`config.mk`:
```
export PLATFORM = sky130hd
export DESIGN_NAME = uart_baud_gen
export DESIGN_NICKNAME = d
export VERILOG_FILES = /design/src/rtl/uart_baud_gen.sv
export SDC_FILE = /design/constraint.sdc
export NUM_CORES = 1
export LEC_CHECK = 0
export ABC_AREA = 1
export BUFFER_PORTS_ARGS = -buffer_cell sky130_fd_sc_hd__buf_2
export CORE_UTILIZATION = 30
export CTS_CLUSTER_DIAMETER = 40
export DETAILED_ROUTE_END_ITERATION = 10
export GPL_ROUTABILITY_DRIVEN = 1
export HOLD_SLACK_MARGIN = 0.03
export SYNTH_ARGS = -nofsm -noshare
export SYNTH_HDL_FRONTEND = slang
export SYNTH_SLANG_ARGS = --single-unit
```
`constraint.sdc`:
```
create_clock -name clk -period 4.2 [get_ports clk]
set_input_delay 0.21 -clock clk [delete_from_list [all_inputs] [get_ports clk]]
set_output_delay 0.21 -clock clk [all_outputs]
set_load 0.005 [all_outputs]
```
`src/rtl/uart_baud_gen.sv`:
```
// UART baud/tick generator: oversample, mid-bit and bit-period strobes from a 3-bit baud select.
// Divisors are elaboration-time constants; a resync or a baud change reloads the bit timing at once.
module uart_baud_gen #(
  parameter int CLK_FREQ   = 50000000,
  parameter int OVERSAMPLE = 16,
  parameter int DIV_W      = 16
) (
  input  logic       clk,
  input  logic       rst,
  input  logic [2:0] baud,
  input  logic       enable,
  input  logic       resync,
  output logic       os_tick,
  output logic       mid_tick,
  output logic       bit_tick,
  output logic       running
);

  localparam int OS_W = (OVERSAMPLE > 2) ? $clog2(OVERSAMPLE) : 1;

  typedef logic [7:0][DIV_W-1:0] div_table_t;

  function automatic int baud_rate(input int sel);
    int r;
    case (sel)
      0:       r = 1200;
      1:       r = 2400;
      2:       r = 4800;
      3:       r = 9600;
      4:       r = 19200;
      5:       r = 38400;
      6:       r = 57600;
      default: r = 115200;
    endcase
    return r;
  endfunction

  // Each entry holds D-1, the value loaded into div_cnt (round-half-up divisor).
  function automatic div_table_t build_div_table();
    div_table_t t;
    int         den;
    for (int i = 0; i < 8; i++) begin
      den  = baud_rate(i) * OVERSAMPLE;
      t[i] = DIV_W'(((CLK_FREQ + den / 2) / den) - 1);
    end
    return t;
  endfunction

  localparam div_table_t DIV_M1 = build_div_table();
  localparam logic [OS_W-1:0] OS_LAST = OS_W'(OVERSAMPLE - 1);
  localparam logic [OS_W-1:0] OS_MID  = OS_W'(OVERSAMPLE / 2 - 1);

  logic [2:0]       baud_q;
  logic [DIV_W-1:0] div_cnt;
  logic [OS_W-1:0]  os_cnt;

  always_ff @(posedge clk or posedge rst) begin
    if (rst) begin
      baud_q   <= 3'b001;
      div_cnt  <= DIV_M1[1];
      os_cnt   <= '0;
      os_tick  <= 1'b0;
      mid_tick <= 1'b0;
      bit_tick <= 1'b0;
      running  <= 1'b0;
    end else begin
      running <= enable && !resync && (baud == baud_q);
      if (resync || (baud != baud_q)) begin
        // Fresh bit timing at the (possibly new) rate; nothing from the old phase survives.
        baud_q   <= baud;
        div_cnt  <= DIV_M1[baud];
        os_cnt   <= '0;
        os_tick  <= 1'b0;
        mid_tick <= 1'b0;
        bit_tick <= 1'b0;
      end else if (!enable) begin
        os_tick  <= 1'b0;
        mid_tick <= 1'b0;
        bit_tick <= 1'b0;
      end else if (div_cnt == '0) begin
        div_cnt  <= DIV_M1[baud_q];
        os_tick  <= 1'b1;
        mid_tick <= (os_cnt == OS_MID);
        bit_tick <= (os_cnt == OS_LAST);
        os_cnt   <= (os_cnt == OS_LAST) ? '0 : os_cnt + OS_W'(1);
      end else begin
        div_cnt  <= div_cnt - DIV_W'(1);
        os_tick  <= 1'b0;
        mid_tick <= 1'b0;
        bit_tick <= 1'b0;
      end
    end
  end

endmodule

```
* Word level (Yosys, flattened, before mapping)
Memories as Yosys holds them, arrays and structs flattened.
Cells that the tools add are included.
** Word-level totals
- Bits in registers :: 27
- ROM bits :: 256
- Output and inout port bits :: 4
- Memories kept :: 2
** Memory list
- (no name shown) :: words 8, width 16, read ports 1, clocked after Yosys merged registers in 0, write ports 0, RTL line 81 : div_cnt <= DIV_M1[baud_q];
- (no name shown) :: words 8, width 16, read ports 1, clocked after Yosys merged registers in 0, write ports 0, RTL line 71 : div_cnt <= DIV_M1[baud];
** Operators by class
- Add/sub/neg operators :: 2
- Magnitude comparators :: 2
- Equality and inequality tests :: 4
- Mux-type cells :: 18
- Reductions and logical operators :: 8
** Operator list (count)
- $mux 16 :: 5
- $logic_not 16->1 :: 1
- $mux 4 :: 4
- $sub 16x1->16 const B :: 1
- $mux 1 :: 9
- $lt 3x4->1 const B :: 2
- $add 4x1->4 const B :: 1
- $eq 4x3->1 const B :: 1
- $eq 4x4->1 const B :: 1
- $reduce_bool 2->1 :: 2
- $eq 3x3->1 :: 1
- $ne 3x3->1 :: 1
- $logic_and 1x1->1 :: 2
- $reduce_and 2->1 :: 1
- $logic_not 1->1 :: 1
- $logic_or 1x1->1 :: 1

* Logic depth before layout (Yosys ltp)
- Depth after elaboration :: 5
- Gate-level depth with buffers :: 11
- Mapped depth without buffers :: 11

* Worst setup path before layout
OpenSTA, ideal clock, no wires.
- Path type :: flip-flop to flip-flop
- Start point :: register div_cnt[0]
- End point :: register div_cnt[9]
- Data arrival time :: 1484 ps
- Data required time :: 4131 ps
- Slack :: 2648 ps
- Stages on the path, launching flop included :: 10
- Clock period less this slack :: 1552 ps
- Path through :: dfstp_2 -> inv_1 -> ha_1 -> nand2_1 -> nor2_2 -> nand3_1 -> inv_2 -> nor2_4 -> o21ai_0 -> nand3_1
** On the way
- Word-level cells in the longest chain between the ends :: 4
** RTL lines
- start: declaration :: RTL line 54 : logic [DIV_W-1:0] div_cnt;
- start signal: assignment :: RTL line 60 : div_cnt <= DIV_M1[1];
- start signal: assignment :: RTL line 71
- start signal: assignment :: RTL line 81
- $sub 16x1->16 or $logic_not 16->1 (tied branches) :: RTL line 87, 80
- $mux 16 (*) :: RTL line 80 : end else if (div_cnt == '0) begin
- $mux 16 (*) :: RTL line 76 : end else if (!enable) begin
- $mux 16 (*) :: RTL line 68 : if (resync || (baud != baud_q)) begin
Every way passes the cells marked *; elsewhere a longest branch is shown, timed or not. The select of a mux whose other input is x is not followed.
A chain may end at the register's enable or synchronous reset.

* Final worst setup path
- Start point :: register div_cnt[0]
- End point :: register div_cnt[2]
Same word-level chain as after synthesis.

==> flow_summary.yaml <==
global_routing:
  track_usage_pct: 14.51
  grt_max_degree: 28
  grt.overflow.total: 0
  grt_pass1_vias: 1743
  grt_first_pass_wirelength_um: 8507
  grt_antenna_before_repair: 0
yosys:
  synth_sequential_area_ratio_pct: 31.86
  post_synthesis_instance_total: 300
  synthXorXnorAreaFrac_pct: 3.676
  asyncSetResetFlopFracSynth_pct: 100.0
  post_synthesis_compound_gate_area_fraction_pct: 10.39
  yosys-mux-area-fraction_pct: 0.4667
  synth_top_family_by_area: "simple AND/OR/NAND/NOR gates"
  share_of_synthesized_cell_area_in_full_adder_half_adder_and_majority_cells_pct: 7.001
  synth-seq-cells: 27
  post_synth_and_or_nand_nor_area_fraction_pct: 37.22
  synthesis.area_mm2: 0.002145
  synth.net_count: 319
  post_synth.cell_area_avg_um2: 7.149
  synth-edff-count: 0
  ys.warnings.count: 0
  synth_cell_types: 35
  dominantRegCellSynth: "sky130_fd_sc_hd__dfrtp_1"
power_and_ir_drop:
  power.ir.vdd_worst_mv: 0.1059
  power_switching_share_pct: 34.47
  netsw_mw: 0.2071
  comb_power_share_pct: 24.1
  power.density_mw_per_mm2: 257.8
  seqPwrFrac_pct: 49.2
  clkPwrFrac_pct: 26.7
  internal_power_mw: 0.3937
  leakage_nw: 1.162
setup_path:
  crit_arrival_ns: 2.03
  critPathCapture: "div_cnt[2]$_DFFE_PP1P_"
  timing.critical_path.required_ns: 4.41
  timing.rr.end: "div_cnt[2]$_DFFE_PP1P_"
  cell_by_cell_listing_of_the_critical_path: "inv_1, ha_1, nand2_1, nor2_2, nand3_1, inv_2, nand2_1, nand3_1, a21oi_1"
  path_class: "reg -> reg"
  setup_crit_start_kind: "flip-flop"
  slowest_stage: "sky130_fd_sc_hd__dfstp_2"
  timing.critical_path.to_type: "flip-flop"
  regToRegStartpoint: "div_cnt[0]$_DFFE_PP1P_"
  start_point_of_the_critical_path: "div_cnt[0]$_DFFE_PP1P_"
  rr_worst_depth: 9
  max_stage_delay_ns: 0.54
  timing.reg2reg.setup_slack_ns: 2.38
  critical_path.max_fanout: 6
cells_and_area:
  area_taken_by_multi_input_logic_gates_mm2: 0.001260
  filler_cell_count: 762
  final_nets: 329
  final-seq-area_um2: 683.2
  area_growth_pct: 8.693
  final_core_util_pct: 34.12
  mostFrequentLayoutCell: "sky130_fd_sc_hd__nand2_1"
  antenna_cells_inserted: 0
  top_library_cells_by_usage_in_the_layout_fill_and_taps_aside: "sky130_fd_sc_hd__nand2_1 (78), sky130_fd_sc_hd__nor2_1 (41), sky130_fd_sc_hd__inv_1 (30)"
  layout-drive-gt1-share_pct: 18.77
sta:
  slew_headroom_pct: 74.97
  layout_min_cycle_time_ns: 1.816
  setup_repair_after_global_routing_missed_its_margin: "no"
  finalMaxSlewViolations: 0
  clock.fmax_mhz: 550.7
  hold_vio_cnt_final: 0
  final.setup_skew_ns: 0.01196
  final.setup.tns_ns: 0
  finalSetupViolCount: 0
  max_slew.worst_pin.slew_ns: 0.3755
  worst_hold_slack_ns: 0.09037
  timing.final.crit_share_pct: 43.24
min_path:
  min-delay-path-class: "in -> reg"
  min_delay_path_depth: 1
clocking:
  cts.root.buffer_cell: "sky130_fd_sc_hd__clkbuf_8"
  cts_tree: "yes"
  cts.htree.levels: 1
  post_cts.resized_instances: 0
  cts.sink_count: 27
  post_cts.repair.setup_buffers: 0
  numCtsBuffers: 3
  clock_tree.buffer_depth: 2
  clk_pin_slew_ns: 0.10
  worstSkewPairLatency_ns: 0.29
die:
  dieHeight_um: 86.55
  placement_rows: 30
  die_width_um: 86.55
  floorplan.initialDensity_pct: 31.39
  io_pins: 11
  design.core.area_mm2: 0.006832
  die_area_mm2: 0.007491
drt:
  first_iteration_detailed_routing_drc_count: 126
  antenna_left: 0
  routed_via_density: 4.509
  drt-wirelength-per-cell_um: 12.05
  drt_drc_violations_left: 0
  drt_pass1_iterations: 4
  num_vias: 1826
  totalWireLength_um: 4881
placement:
  post-dp-hpwl_um: 3826
  placement.io_buffers: 10
  replace_congestion: 0.8413
run_status:
  outcome: "finished, final reports clean"
flow_run:
  drv.max_cap_violation_count: 0
[metrics by stage]
| stage | instances | power (mW) | cell area, um^2 | worst slack [ns] |
|---|---|---|---|---|
| 2_1_floorplan | 300 | 0.4106 | 2145 | 2.648 |
| 3_3_place_gp | 400 | 0.4436 | 2272 | 2.405 |
| 3_5_place_dp | 400 | 0.4446 | 2272 | 2.399 |
| 4_1_cts | 405 | 0.6057 | 2331 | 2.374 |
| 5_1_grt | 405 | 0.6406 | 2331 | 2.220 |
| 6_report | 405 | 0.6009 | 2331 | 2.384 |
[how the worst min path moves through the flow]
stage | slack, ns | to | startpoint
2_1_floorplan | 0.26 | baud_q[1]$_DFFE_PP0N_ | rst
3_3_place_gp | 0.30 | div_cnt[12]$_DFFE_PP0P_ | rst
3_5_place_dp | 0.30 | div_cnt[12]$_DFFE_PP0P_ | rst
4_1_cts | 0.08 | baud_q[0]$_DFFE_PP1N_ | baud[0]
5_1_grt | 0.07 | baud_q[0]$_DFFE_PP1N_ | baud[0]
6_report | 0.09 | baud_q[0]$_DFFE_PP1N_ | baud[0]
[routing by layer]
layer  wire length [um]  global-route usage [%]  part of all wire, %
met1               2449                   20.47                   50
met2               2164                   23.59                   44
met3                244                   2.571                  5.0
met4                 23                   2.273                 0.47
met5                  0                       0                    0
[kinds of logic after synthesis]
| group | count (synthesis) |
|---|---|
| buf+inv | 46 |
| fa+ha+maj | 12 |
| compound gates | 38 |
| flops | 27 |
| mux | 1 |
| simple gates | 167 |
| xor+xnor | 9 |
[synthesized netlist by cell type, types with 2 or more instances]
library cell,count,share of area [%]
sky130_fd_sc_hd__nand3_2,2,0.93
sky130_fd_sc_hd__nand4_1,3,0.88
sky130_fd_sc_hd__nand3_1,20,4.7
sky130_fd_sc_hd__dfrtp_1,21,25
sky130_fd_sc_hd__inv_1,30,5.3
sky130_fd_sc_hd__nand2_4,4,2.1
sky130_fd_sc_hd__o22ai_1,3,0.88
sky130_fd_sc_hd__clkbuf_1,3,0.53
sky130_fd_sc_hd__a21oi_2,2,0.82
sky130_fd_sc_hd__nor2_1,41,7.2
sky130_fd_sc_hd__inv_2,7,1.2
sky130_fd_sc_hd__o21ai_1,8,1.9
sky130_fd_sc_hd__dfstp_2,6,7.4
sky130_fd_sc_hd__nand2_2,8,2.3
sky130_fd_sc_hd__nor2_4,4,2.1
sky130_fd_sc_hd__ha_1,12,7.0
sky130_fd_sc_hd__a22oi_1,2,0.70
sky130_fd_sc_hd__nand2_1,78,14
sky130_fd_sc_hd__a21oi_1,8,1.9
sky130_fd_sc_hd__buf_6,3,1.6
sky130_fd_sc_hd__o21ai_0,11,2.6
sky130_fd_sc_hd__nor2_2,4,1.2
sky130_fd_sc_hd__xor2_1,8,3.3
[sequential cells by signal, indices dropped and copies added (netlist names)]
| name | count |
|---|---|
| bit_tick | 1 |
| mid_tick | 1 |
| os_cnt | 4 |
| running | 1 |
| baud_q | 3 |
| os_tick | 1 |
| div_cnt | 16 |
[cell type report]
type,instances,area share [%]
clock inverters,1,0.3221
well taps,96,5.153
flip-flops and latches,27,29.31
repair buffers,12,2.899
multi-input cells,227,54.05
inverters,39,6.495
clock buffers,3,1.771
[power by group through the flow]
stage	registers [mW]	clock network [mW]	logic, mW
after detailed placement	0.300	0	0.144
after global routing	0.298	0.175	0.167
final	0.296	0.160	0.145
after global placement	0.300	0	0.143
after floorplan	0.294	0	0.116
after CTS	0.295	0.164	0.146
[worst max-delay path, delay by kind of cell, from the launching register on]
family | cells | cell delay, ns
simple gates | 5 | 0.62
flops | 1 | 0.54
fa+ha+maj | 1 | 0.24
compound gates | 1 | 0.14
buf+inv | 2 | 0.21
[repair_timing]
item                                   4_1_cts  5_1_grt
setup endpoints to repair                    0        0
endpoints found under the hold margin       21        0
hold buffers                                 1        0
(Power assumes the default switching activity.)
